### config.mk
export PLATFORM = sky130hd
export DESIGN_NAME = pipeline_hazard_controller
export DESIGN_NICKNAME = d
export VERILOG_FILES = /design/src/rtl/pipeline_hazard_controller.sv
export SDC_FILE = /design/constraint.sdc
export NUM_CORES = 1
export LEC_CHECK = 0
export ABC_AREA = 1
export BUFFER_PORTS_ARGS = -buffer_cell sky130_fd_sc_hd__buf_2
export CAP_MARGIN = 10
export CORE_MARGIN = 2
export CORE_UTILIZATION = 35
export DETAILED_ROUTE_END_ITERATION = 7
export GPL_TIMING_DRIVEN = 0
export HOLD_SLACK_MARGIN = 0.05
export PLACE_DENSITY_LB_ADDON = 0.12
export SLEW_MARGIN = 15
export SYNTH_ARGS = -nofsm -noshare
export SYNTH_HDL_FRONTEND = slang
export SYNTH_SLANG_ARGS = --single-unit
### constraint.sdc
create_clock -name clk -period 4.2 [get_ports clk]
set_input_delay 0.42 -clock clk [delete_from_list [all_inputs] [get_ports clk]]
set_output_delay 0.42 -clock clk [all_outputs]
set_load 0.05 [all_outputs]
### src/rtl/pipeline_hazard_controller.sv
// Stall/flush sequencer for the 5-stage pipeline: load-use bubbles, taken-branch flushes,
// data-memory wait freezes with a timeout trap, and saturating stall/flush counters.
module pipeline_hazard_controller #(
    parameter int INIT_BUBBLES = 3,
    parameter int MEM_TIMEOUT  = 16,
    parameter int CNT_W        = 16
) (
    input  logic             clk,
    input  logic             reset,
    input  logic [4:0]       IF_ID_RS1,
    input  logic [4:0]       IF_ID_RS2,
    input  logic             IF_ID_Uses_RS2,
    input  logic [4:0]       ID_EX_RD,
    input  logic             ID_EX_MemRead,
    input  logic             EX_Branch_Taken,
    input  logic             MEM_Req,
    input  logic             MEM_Ready,
    output logic             PC_Write,
    output logic             IF_ID_Write,
    output logic             IF_ID_Flush,
    output logic             ID_EX_Write,
    output logic             ID_EX_Flush,
    output logic             EX_MEM_Write,
    output logic             MEM_WB_Bubble,
    output logic             Fault,
    output logic [CNT_W-1:0] Stall_Count,
    output logic [CNT_W-1:0] Flush_Count
);

    localparam int INIT_W = (INIT_BUBBLES > 1) ? $clog2(INIT_BUBBLES + 1) : 1;
    localparam int WAIT_W = (MEM_TIMEOUT > 1) ? $clog2(MEM_TIMEOUT + 1) : 1;
    localparam logic [INIT_W-1:0] INIT_LAST = INIT_W'(INIT_BUBBLES - 1);
    localparam logic [WAIT_W-1:0] WAIT_LAST = WAIT_W'(MEM_TIMEOUT - 1);
    localparam logic [WAIT_W-1:0] WAIT_ONE  = WAIT_W'(1);

    typedef enum logic [1:0] {
        ST_INIT,
        ST_RUN,
        ST_MEM_WAIT,
        ST_FAULT
    } state_t;

    state_t            state, state_next;
    logic [INIT_W-1:0] init_cnt, init_cnt_next;
    logic [WAIT_W-1:0] wait_cnt, wait_cnt_next;
    logic              fault_q, fault_next;
    logic              mem_wait, load_use, flush_event;

    assign mem_wait = MEM_Req & ~MEM_Ready;
    assign load_use = ID_EX_MemRead & (ID_EX_RD != 5'd0) &
                      ((ID_EX_RD == IF_ID_RS1) | (IF_ID_Uses_RS2 & (ID_EX_RD == IF_ID_RS2)));
    assign Fault    = fault_q;

    always_ff @(posedge clk or negedge reset) begin
        if (!reset) begin
            state    <= ST_INIT;
            init_cnt <= '0;
            wait_cnt <= '0;
            fault_q  <= 1'b0;
        end else begin
            state    <= state_next;
            init_cnt <= init_cnt_next;
            wait_cnt <= wait_cnt_next;
            fault_q  <= fault_next;
        end
    end

    // Default is the full freeze; each state overrides only what it releases.
    always_comb begin
        state_next    = state;
        init_cnt_next = init_cnt;
        wait_cnt_next = wait_cnt;
        fault_next    = fault_q;
        flush_event   = 1'b0;
        PC_Write      = 1'b0;
        IF_ID_Write   = 1'b0;
        IF_ID_Flush   = 1'b0;
        ID_EX_Write   = 1'b0;
        ID_EX_Flush   = 1'b0;
        EX_MEM_Write  = 1'b0;
        MEM_WB_Bubble = 1'b1;
        case (state)
            ST_INIT: begin
                IF_ID_Flush   = 1'b1;
                ID_EX_Write   = 1'b1;
                ID_EX_Flush   = 1'b1;
                EX_MEM_Write  = 1'b1;
                MEM_WB_Bubble = 1'b0;
                if (init_cnt == INIT_LAST) begin
                    state_next = ST_RUN;
                end else begin
                    init_cnt_next = init_cnt + 1'b1;
                end
            end
            ST_RUN: begin
                if (mem_wait) begin
                    state_next    = ST_MEM_WAIT;
                    wait_cnt_next = WAIT_ONE;
                end else begin
                    MEM_WB_Bubble = 1'b0;
                    ID_EX_Write   = 1'b1;
                    EX_MEM_Write  = 1'b1;
                    if (EX_Branch_Taken) begin
                        PC_Write    = 1'b1;
                        IF_ID_Write = 1'b1;
                        IF_ID_Flush = 1'b1;
                        ID_EX_Flush = 1'b1;
                        flush_event = 1'b1;
                    end else if (load_use) begin
                        ID_EX_Flush = 1'b1;
                    end else begin
                        PC_Write    = 1'b1;
                        IF_ID_Write = 1'b1;
                    end
                end
            end
            ST_MEM_WAIT: begin
                // Release ignores the frozen branch/load-use; RUN re-evaluates them next cycle.
                if (MEM_Ready) begin
                    PC_Write      = 1'b1;
                    IF_ID_Write   = 1'b1;
                    ID_EX_Write   = 1'b1;
                    EX_MEM_Write  = 1'b1;
                    MEM_WB_Bubble = 1'b0;
                    state_next    = ST_RUN;
                    wait_cnt_next = '0;
                end else begin
                    wait_cnt_next = wait_cnt + WAIT_ONE;
                    if (wait_cnt >= WAIT_LAST) begin
                        state_next = ST_FAULT;
                        fault_next = 1'b1;
                    end
                end
            end
            ST_FAULT: begin
                fault_next = 1'b1;
            end
        endcase
    end

    always_ff @(posedge clk or negedge reset) begin
        if (!reset) begin
            Stall_Count <= '0;
            Flush_Count <= '0;
        end else begin
            if ((state == ST_RUN || state == ST_MEM_WAIT) && !PC_Write && (Stall_Count != '1)) begin
                Stall_Count <= Stall_Count + CNT_W'(1);
            end
            if (flush_event && (Flush_Count != '1)) begin
                Flush_Count <= Flush_Count + CNT_W'(1);
            end
        end
    end

endmodule

==> results of run 1 <==
[state kept, by name, summed over array words and instances, names as in the netlist]
name	cells
Flush_Count	16
Fault	1
init_cnt	2
wait_cnt	5
Stall_Count	16
state	2
[report_power, final]
part / internal (mW) / switching (mW)
sequential: 0.486 / 0.100
clock: 0.191 / 0.145
combinational: 0.282 / 0.799
total: 0.959 / 1.04
[synth_stat cells]
cell,n,share of area [%]
buf_2,2,0.36
nor3_1,10,1.8
nand2_1,106,14
dfrtp_1,42,38
inv_1,48,6.5
nand4_1,26,5.9
inv_2,4,0.54
nand3b_4,1,0.73
a31oi_1,2,0.45
nor2_2,1,0.23
or2_2,1,0.23
buf_4,3,0.82
ha_1,10,4.5
nor3_4,1,0.59
nor4_1,2,0.45
nand3_2,1,0.36
nor4_4,1,0.77
xor2_1,22,7.0
buf_6,1,0.41
nor2_4,1,0.41
nand3b_1,1,0.27
nor2_1,30,4.1
xnor2_1,7,2.2
clkbuf_1,1,0.14
nand4_4,1,0.77
buf_1,1,0.14
o21bai_1,1,0.27
o31ai_1,1,0.27
nand3_1,20,3.6
a21oi_4,1,0.59
o21ai_0,12,2.2
a21oi_1,4,0.73
[logic make-up (layout without fill, tap and decap cells)]
group	count (synthesis)	after routing
fa+ha+maj	10	10
buf+inv	60	128
xor+xnor	29	29
simple gates	203	203
flops	42	42
compound gates	21	21
[worst reg2reg max path: stages (launching register included)]
cell and delay, ps:
dfrtp_1 430, inv_1 90, ha_1 350, clkbuf_1 420, buf_1 420, nand4_1 160
nand2_1 90
[how the worst min path moves through the flow]
stage,depth (start not counted),end,slack (ps)
floorplan,0,Fault,120
global placement,2,Fault,470
detailed placement,2,Fault,470
CTS,1,Stall_Count[14],320
global route,1,Flush_Count[3],380
finish,1,Stall_Count[7],280
[layer usage]
metal,GRT usage (%),share of wire (%)
met4,4.78,0.80
met3,3.82,4.7
met1,21.5,47
met5,0,0
met2,27.1,48
[area by class of cell]
cell class / instances / area, µm² / area share [%]
sequential: 42 / 1050 / 31.8
timing repair buffer: 61 / 305 / 9.25
inverter: 52 / 195 / 5.91
clock buffer: 6 / 82.6 / 2.50
buffer: 8 / 51.3 / 1.55
tap: 102 / 128 / 3.87
multi-input combinational: 263 / 1460 / 44.2
clock inverter: 1 / 30.0 / 0.909
==> reports/results.ini, run 1 <==
[outcome]
outcome = finished, final reports clean

[sta]
relSlewSlack_pct = 33.8
period_needed_ps = 3000
max_freq_ghz = 0.333
fin_setup_tns_ps = 0
worst_slack_ps = 1200
slew_violations = 0
hold_viol = 0
worst_pin_slew_ps = 993
finClkSkew_ps = 7.65
finalCritPeriodShare_pct = 71.4
finalSetupViolCount = 0
fin_hold_ws_ps = 281
rsz0062_at_grt = no

[finish]
mostFrequentLayoutCells = nand2_1 (106), buf_2 (63), inv_1 (48)
final_common_cell = nand2_1
layout.cells.non_filler = 535
nFillCells = 818
nNetsFinal = 465
design_area_um2 = 3300
drive_gt1_share_pct = 20.1
area_delta_synth_final_pct = 19.8
finish.utilization_pct = 43.0
insertedDiodeCount = 0

[floorplanning]
die_x_um = 92.7
dieArea_um2 = 8600
dieHeight_um = 92.7
pin_count = 62
initial_utilization_pct = 35.9
rows = 32
core_area_um2 = 7690

[synthesis]
synth_xor_area_share_pct = 9.21
yosys_warnings = 0
post_synth_and_or_nand_nor_area_fraction_pct = 34.7
synth_compound_area_share_pct = 4.49
synth_cells = 365
synth.distinct_cells = 32
syn_area_um2 = 2760
seq_area_frac_synth_pct = 38.1
synthAdderAreaFrac_pct = 4.54
synth.mux.area_fraction_pct = 0
avgSynthCellArea_um2 = 7.55
synth_top_family_by_area = simple AND/OR/NAND/NOR gates
synth_nets = 397
synth-seq-cells = 42

[power]
p_leak_nw = 1.76
power_mw = 2.00
ir_worst_vdd_mv = 0.328
cellPowerDensity_nw_per_um2 = 607

[cts]
htree_levels = 2
cts_hold_buf = 0
postCtsSetupBuffers = 0
clkTransAtPathRegs_ps = 80
cts_tree = done
numClockSinks = 42
cts_max_path_buffers = 2
cts_inserted_buffers = 5
root_buffer = clkbuf_8
cts-resized-gates = 0
clock_latency_ps = 290

[worst_setup_path]
r2r_end = Stall_Count[10]
path_buf_inv = 6
ff2ff_setup_slack_ps = 2180
path_depth = 8
crit_path_end = PC_Write
end_kind = output port
reg2reg_from = state[0]
worstSetupPathType = flip-flop to output port
worstPathCellList = inv_1 -> ha_1 -> clkbuf_1 -> buf_1 -> inv_1 -> nor2_1 -> buf_4 -> buf_2
cp_data_required_time_ps = 3780
reg2regPathDepth = 6
critPathTopFamily = buffers and inverters
cp-startpoint = state[0]
start_kind = flip-flop
cpMostUsedCell = inv_1
crit_arrival_ps = 2580
max_stage_delay_ps = 430
crit_fanout = 10
cp_slowest_cell = dfrtp_1

[grt]
grt_pass1_vias = 2496
antenna_found_initial = 0
grt_pass1_wl_mm = 11.5
track_usage_pct = 16.4
grt-ovfl-total = 0
grt_max_degree = 43

[drt]
avgViaCountPerCell = 4.75
antenna_left = 0
vias = 2539
wl_mm = 6.60
drtIter0Drc = 77
dr.pass1.iters = 4
drc = 0
routedWlPerCell_um = 12.3

[placed_design]
hpwl_mm = 4.88
io_buffer_count = 61
post-place-ws_ps = 1520
routabilityCongestion = 0.879
dp.cells = 528
placed_cell_area_um2 = 3190

[hold_path]
hp-class = input port to async pin

[flow_run]
cap_violations = 0

No activity file was read; power rests on OpenSTA's default activity.
==> run 2: changes to the inputs <==
- ABC_AREA: 1 -> 0
- clock period: 4.2 -> 2.8 ns (I/O delays scaled with it)
==> reports/results.ini, run 2 <==
[synthesis]
synth_edf_count = 0
synth_most_common_cell = dfrtp_1
synth-main-ff-cell = dfrtp_1
seq_area_frac_synth_pct = 44.7
synth_top_area_share_pct = 44.7
synth_nets = 263
synth_common_cells = dfrtp_1 (42), xnor2_1 (23), nand2_1 (20)
synth-seq-cells = 42
avgSynthCellArea_um2 = 10.2
synth_largest_area_cell = dfrtp_1
synth_cells = 231
yosys_warnings = 0
async_flop_share_pct = 100
synth.distinct_cells = 45
syn_area_um2 = 2350
synthTopCellsByArea = dfrtp_1 (45%), xnor2_1 (8.6%), xor2_1 (6.3%)

[worst_setup_path]
ff2ff_setup_slack_ps = 640
cp_data_required_time_ps = 2520
end_kind = output port
worstPathCellList = inv_1 -> ha_1 -> a21boi_0 -> o221ai_2 -> a31oi_1 -> buf_4 -> buf_2
start_kind = flip-flop
worstSetupPathType = flip-flop to output port
crit_arrival_ps = 2260
reg2regPathDepth = 6
path_depth = 7
cp_slowest_cell = dfrtp_1
max_stage_delay_ps = 420
critPathTopFamily = compound AO/OA/AOI/OAI gates
path_buf_inv = 3
crit_fanout = 8

[drt]
wl_mm = 4.83
dr.pass1.iters = 4
drtIter0Drc = 39
avgViaCountPerCell = 4.90
antenna_left = 0
drc = 0
vias = 1846
routedWlPerCell_um = 12.8

[flow_run]
cap_violations = 0

[grt]
grt_pass1_vias = 1826
grt_max_degree = 43
grt_pass1_wl_mm = 8.40
antenna_found_initial = 0
grt-ovfl-total = 0
track_usage_pct = 14.0

[sta]
finClkSkew_ps = 5.57
fin_setup_tns_ps = 0
relSlewSlack_pct = 37.1
worst_pin_slew_ps = 944
max_freq_ghz = 0.394
finalSetupViolCount = 0
worst_slack_ps = 262
period_needed_ps = 2540
slew_violations = 0
hold_viol = 0
rsz0062_at_grt = no
finalCritPeriodShare_pct = 90.6

[floorplanning]
die_x_um = 86.0
dieHeight_um = 86.0
core_area_um2 = 6420
rows = 29
dieArea_um2 = 7390
pin_count = 62
initial_utilization_pct = 36.6

[finish]
mostFrequentLayoutCells = buf_2 (61), dfrtp_1 (42), xnor2_1 (23)
top_regs = Flush_Count: 16 flops, Stall_Count: 16 flops, wait_cnt: 5 flops
finish.utilization_pct = 44.6
nNetsFinal = 331
insertedDiodeCount = 0
final_common_cell = buf_2
drive_gt1_share_pct = 28.7
area_delta_synth_final_pct = 21.8

[cts]
cts_hold_buf = 0
clkTransAtPathRegs_ps = 80
clock_latency_ps = 290
cts-resized-gates = 0
cts_max_path_buffers = 2
root_buffer = clkbuf_8
numClockSinks = 42
htree_levels = 2
cts_inserted_buffers = 5
cts_tree = done
postCtsSetupBuffers = 0

[power]
sw_frac_of_total_pct = 47.8
power.switching_mw = 1.28
p_clk_share_pct = 17.6
p_leak_nw = 1.44
cellPowerDensity_nw_per_um2 = 936
ir_worst_vdd_mv = 0.478
p_comb_share_pct = 50.9
power_frac_seq_pct = 31.5
power_mw = 2.68
internal-power_mw = 1.40

[placed_design]
post-place-ws_ps = 548
io_buffer_count = 61
hpwl_mm = 3.64
routabilityCongestion = 0.806

[outcome]
outcome = finished, final reports clean

[hold_path]
hp-class = input port to async pin

-- run 2: changes by cell type after synthesis, moves of 6 or more --
cell	delta
nor2_1	-11
nand4_1	-16
nand3_1	-10
inv_1	-34
xnor2_1	+16
nor3_1	-6
nand2_1	-86
-- run 2: kinds of logic (layout without fill, tap and decap cells) --
| group | Yosys count | after routing | synth area share [%] |
|---|---|---|---|
| fa+ha+maj | 10 | 10 | 5.32 |
| buf+inv | 18 | 87 | 3.67 |
| compound gates | 34 | 34 | 9.69 |
| simple gates | 85 | 85 | 20.6 |
| flops | 42 | 42 | 44.7 |
| mux | 2 | 2 | 1.12 |
| xor+xnor | 40 | 40 | 14.9 |
-- run 2: area by class of cell --
cell class / count / area [µm²]
multi-input cells: 171 / 1210
repair buffers: 61 / 305
flip-flops and latches: 42 / 1050
clock buffers: 6 / 72.6
fillers: 663 / 3560
inverters: 14 / 52.6
well taps: 77 / 96.3
plain buffers: 4 / 33.8
clock inverters: 2 / 37.5
-- run 2: final timing paths --
check                                 start         endpoint
worst min-delay path                  reset   Flush_Count[0]
max in group asynchronous             reset  Stall_Count[11]
worst max register to register     state[1]  Flush_Count[13]
worst min register to register  init_cnt[0]      init_cnt[0]
worst max-delay path               state[1]         PC_Write
min in group clk                  MEM_Ready      wait_cnt[0]
-- run 2: worst reg2reg max path, stage by stage (launching register included) --
cell      delay, ps
dfrtp_1         420
inv_1           110
ha_1            290
o211ai_1        270
nor4_2          630
nand4_1         190
xnor2_1         150
-- run 2: power groups by stage --
stage / clock network, mW / logic, mW / registers, mW
6_report: 0.471 / 1.36 / 0.845
5_1_grt: 0.519 / 1.48 / 0.870
4_1_cts: 0.496 / 1.38 / 0.847
3_5_place_dp: 0 / 1.38 / 0.857
3_3_place_gp: 0 / 1.37 / 0.856
2_1_floorplan: 0 / 0.815 / 1.10
-- run 2: layer usage --
layer  global-route usage, %  vias to the layer above  routed length (µm)
met5                       0                        -                   0
met2                    22.3                       43                2200
met1                    19.2                      871                2340
met4                    3.46                        0                  29
met3                    3.18                        2                 256
li1                        -                      930                   -
-- run 2: through the flow --
step | hold WS (ps) | instance area [µm²] | cells
after CTS | 163 | 2860 | 377
after floorplan | -15.6 | 2350 | 231
after global routing | 205 | 2860 | 377
final | 118 | 2860 | 377
after global placement | 465 | 2750 | 369
after detailed placement | 472 | 2750 | 369
==> run 3: changes to the inputs <==
- ABC_AREA: 0 -> 1
- clock period: 2.8 -> 2.25 ns (I/O delays scaled with it)
==> reports/results.ini, run 3 (same netlist as run 1, synthesis figures left out) <==
[grt]
grt_pass1_wl_mm = 11.3
antenna_found_initial = 0
grt_pass1_vias = 2464
grt-ovfl-total = 0
grt_max_degree = 43
track_usage_pct = 16.1

[finish]
final_common_cell = nand2_1
top_regs = Flush_Count: 16 flops, Stall_Count: 16 flops, wait_cnt: 5 flops
area_delta_synth_final_pct = 22.4
design_area_um2 = 3370
insertedDiodeCount = 0
nNetsFinal = 469
drive_gt1_share_pct = 23.5
mostFrequentLayoutCells = nand2_1 (105), buf_2 (61), inv_1 (47)

[power]
cellPowerDensity_nw_per_um2 = 1130
p_leak_nw = 1.77
ir_worst_vdd_mv = 0.650

[drt]
drc = 0
vias = 2511
dr.pass1.iters = 4
routedWlPerCell_um = 12.0
antenna_left = 0
avgViaCountPerCell = 4.65
wl_mm = 6.50
drtIter0Drc = 64

[cts]
cts_hold_buf = 0
root_buffer = clkbuf_8
cts_tree = done
cts_inserted_buffers = 5
clock_latency_ps = 300
numClockSinks = 42
clkTransAtPathRegs_ps = 80
cts_max_path_buffers = 2
htree_levels = 2

[sta]
hold_viol = 0
relSlewSlack_pct = 34.8
finClkSkew_ps = 5.67
period_needed_ps = 2130
finalSetupViolCount = 0
fin_hold_ws_ps = 70.3
slew_violations = 0
max_freq_ghz = 0.469
rsz0062_at_grt = no
finalCritPeriodShare_pct = 94.7
worst_pin_slew_ps = 979

[floorplanning]
pin_count = 62
initial_utilization_pct = 35.9
rows = 32
die_x_um = 92.7
dieHeight_um = 92.7
dieArea_um2 = 8600
core_area_um2 = 7690

[worst_setup_path]
start_kind = flip-flop
cp_data_required_time_ps = 2030
cp_slowest_cell = dfrtp_2
crit_arrival_ps = 1910
ff2ff_setup_slack_ps = 240
worstPathCellList = ha_4 -> inv_1 -> nor2_4 -> nand2_1 -> nand2_1 -> a21oi_4 -> buf_6 -> nor2_4 -> buf_4 -> buf_4
crit_fanout = 10
worstSetupPathType = flip-flop to output port
max_stage_delay_ps = 450
end_kind = output port

[flow_run]
cap_violations = 0

[placed_design]
io_buffer_count = 61
routabilityCongestion = 0.822
hpwl_mm = 4.92
placed_cell_area_um2 = 3200

[outcome]
outcome = finished, final reports clean

[hold_path]
hp-class = input port to async pin

-- run 3: changes by cell type in the layout (fill, tap and decap cells not counted), sizes merged, moves of 3 or more --
cell	change
nand3	+10
nand2	+86
nand4	+16
xnor2	-16
and3	-5
nor3	+4
o211ai	-3
nor2	+13
buf	+8
inv	+38
xor2	+5
-- run 3: path summary, 6_finish.rpt --
| check | start | to | cells after the start |
|---|---|---|---|
| max | state[0] | PC_Write | 10 |
| min | reset | Stall_Count[7] | 1 |
| max reg2reg | state[1] | Flush_Count[8] | 11 |
| min reg2reg | Fault | Fault | 2 |
| max in group asynchronous | reset | state[0] | 1 |
| min in group clk | MEM_Ready | wait_cnt[1] | 4 |
-- run 3: repair_timing --
item	CTS	global route
gates cloned	0	0
pin swaps	1	0
endpoints found under the hold margin	0	0
setup endpoints to repair	3	7
gates resized for setup	5	9
buffers inserted	4	1
-- run 3: power breakdown --
| group | internal (mW) | switching, mW | total [mW] |
|---|---|---|---|
| Sequential | 0.908 | 0.187 | 1.10 |
| Clock | 0.218 | 0.284 | 0.502 |
| Combinational | 0.659 | 1.55 | 2.21 |
-- run 3: stage by stage --
| step | util [%] | setup WS, ps | instances | setup TNS, ps | power, mW |
|---|---|---|---|---|---|
| after global routing | 43.9 | 10.1 | 540 | 0 | 4.07 |
| after CTS | 43.3 | 4.72 | 539 | 0 | 3.77 |
| final | 43.9 | 119 | 540 | 0 | 3.81 |
| after global placement | 41.7 | -209 | 528 | -337 | 3.15 |
| after floorplan | - | -4.43 | 365 | -4.43 | 2.67 |
| after detailed placement | 41.7 | -262 | 528 | -443 | 3.17 |
-- run 3: cell type report --
class	count	area, µm²
buffer	7	55.1
clock buffer	5	68.8
clock inverter	3	21.3
fill	792	4310
inverter	52	195
multi-input combinational	263	1510
sequential	42	1050
tap	102	128
timing repair buffer	66	348
-- run 3: routing by layer --
metal,part of all wire (%),track usage [%],vias up,routed length (µm)
li1,-,-,1315,-
met1,46,20.6,1149,3000
met2,49,28.2,41,3190
met3,3.9,3.42,6,256
met4,0.88,3.31,0,57
met5,0,0,-,0
-- run 3: critical path, delay by kind of cell (launching register included) --
| kind | cells | cell delay [ps] |
|---|---|---|
| buffers and inverters | 4 | 560 |
| DFF | 1 | 450 |
| and+or+nand+nor | 4 | 270 |
| adders and majority gates | 1 | 180 |
| AOI/OAI and AO/OA | 1 | 150 |
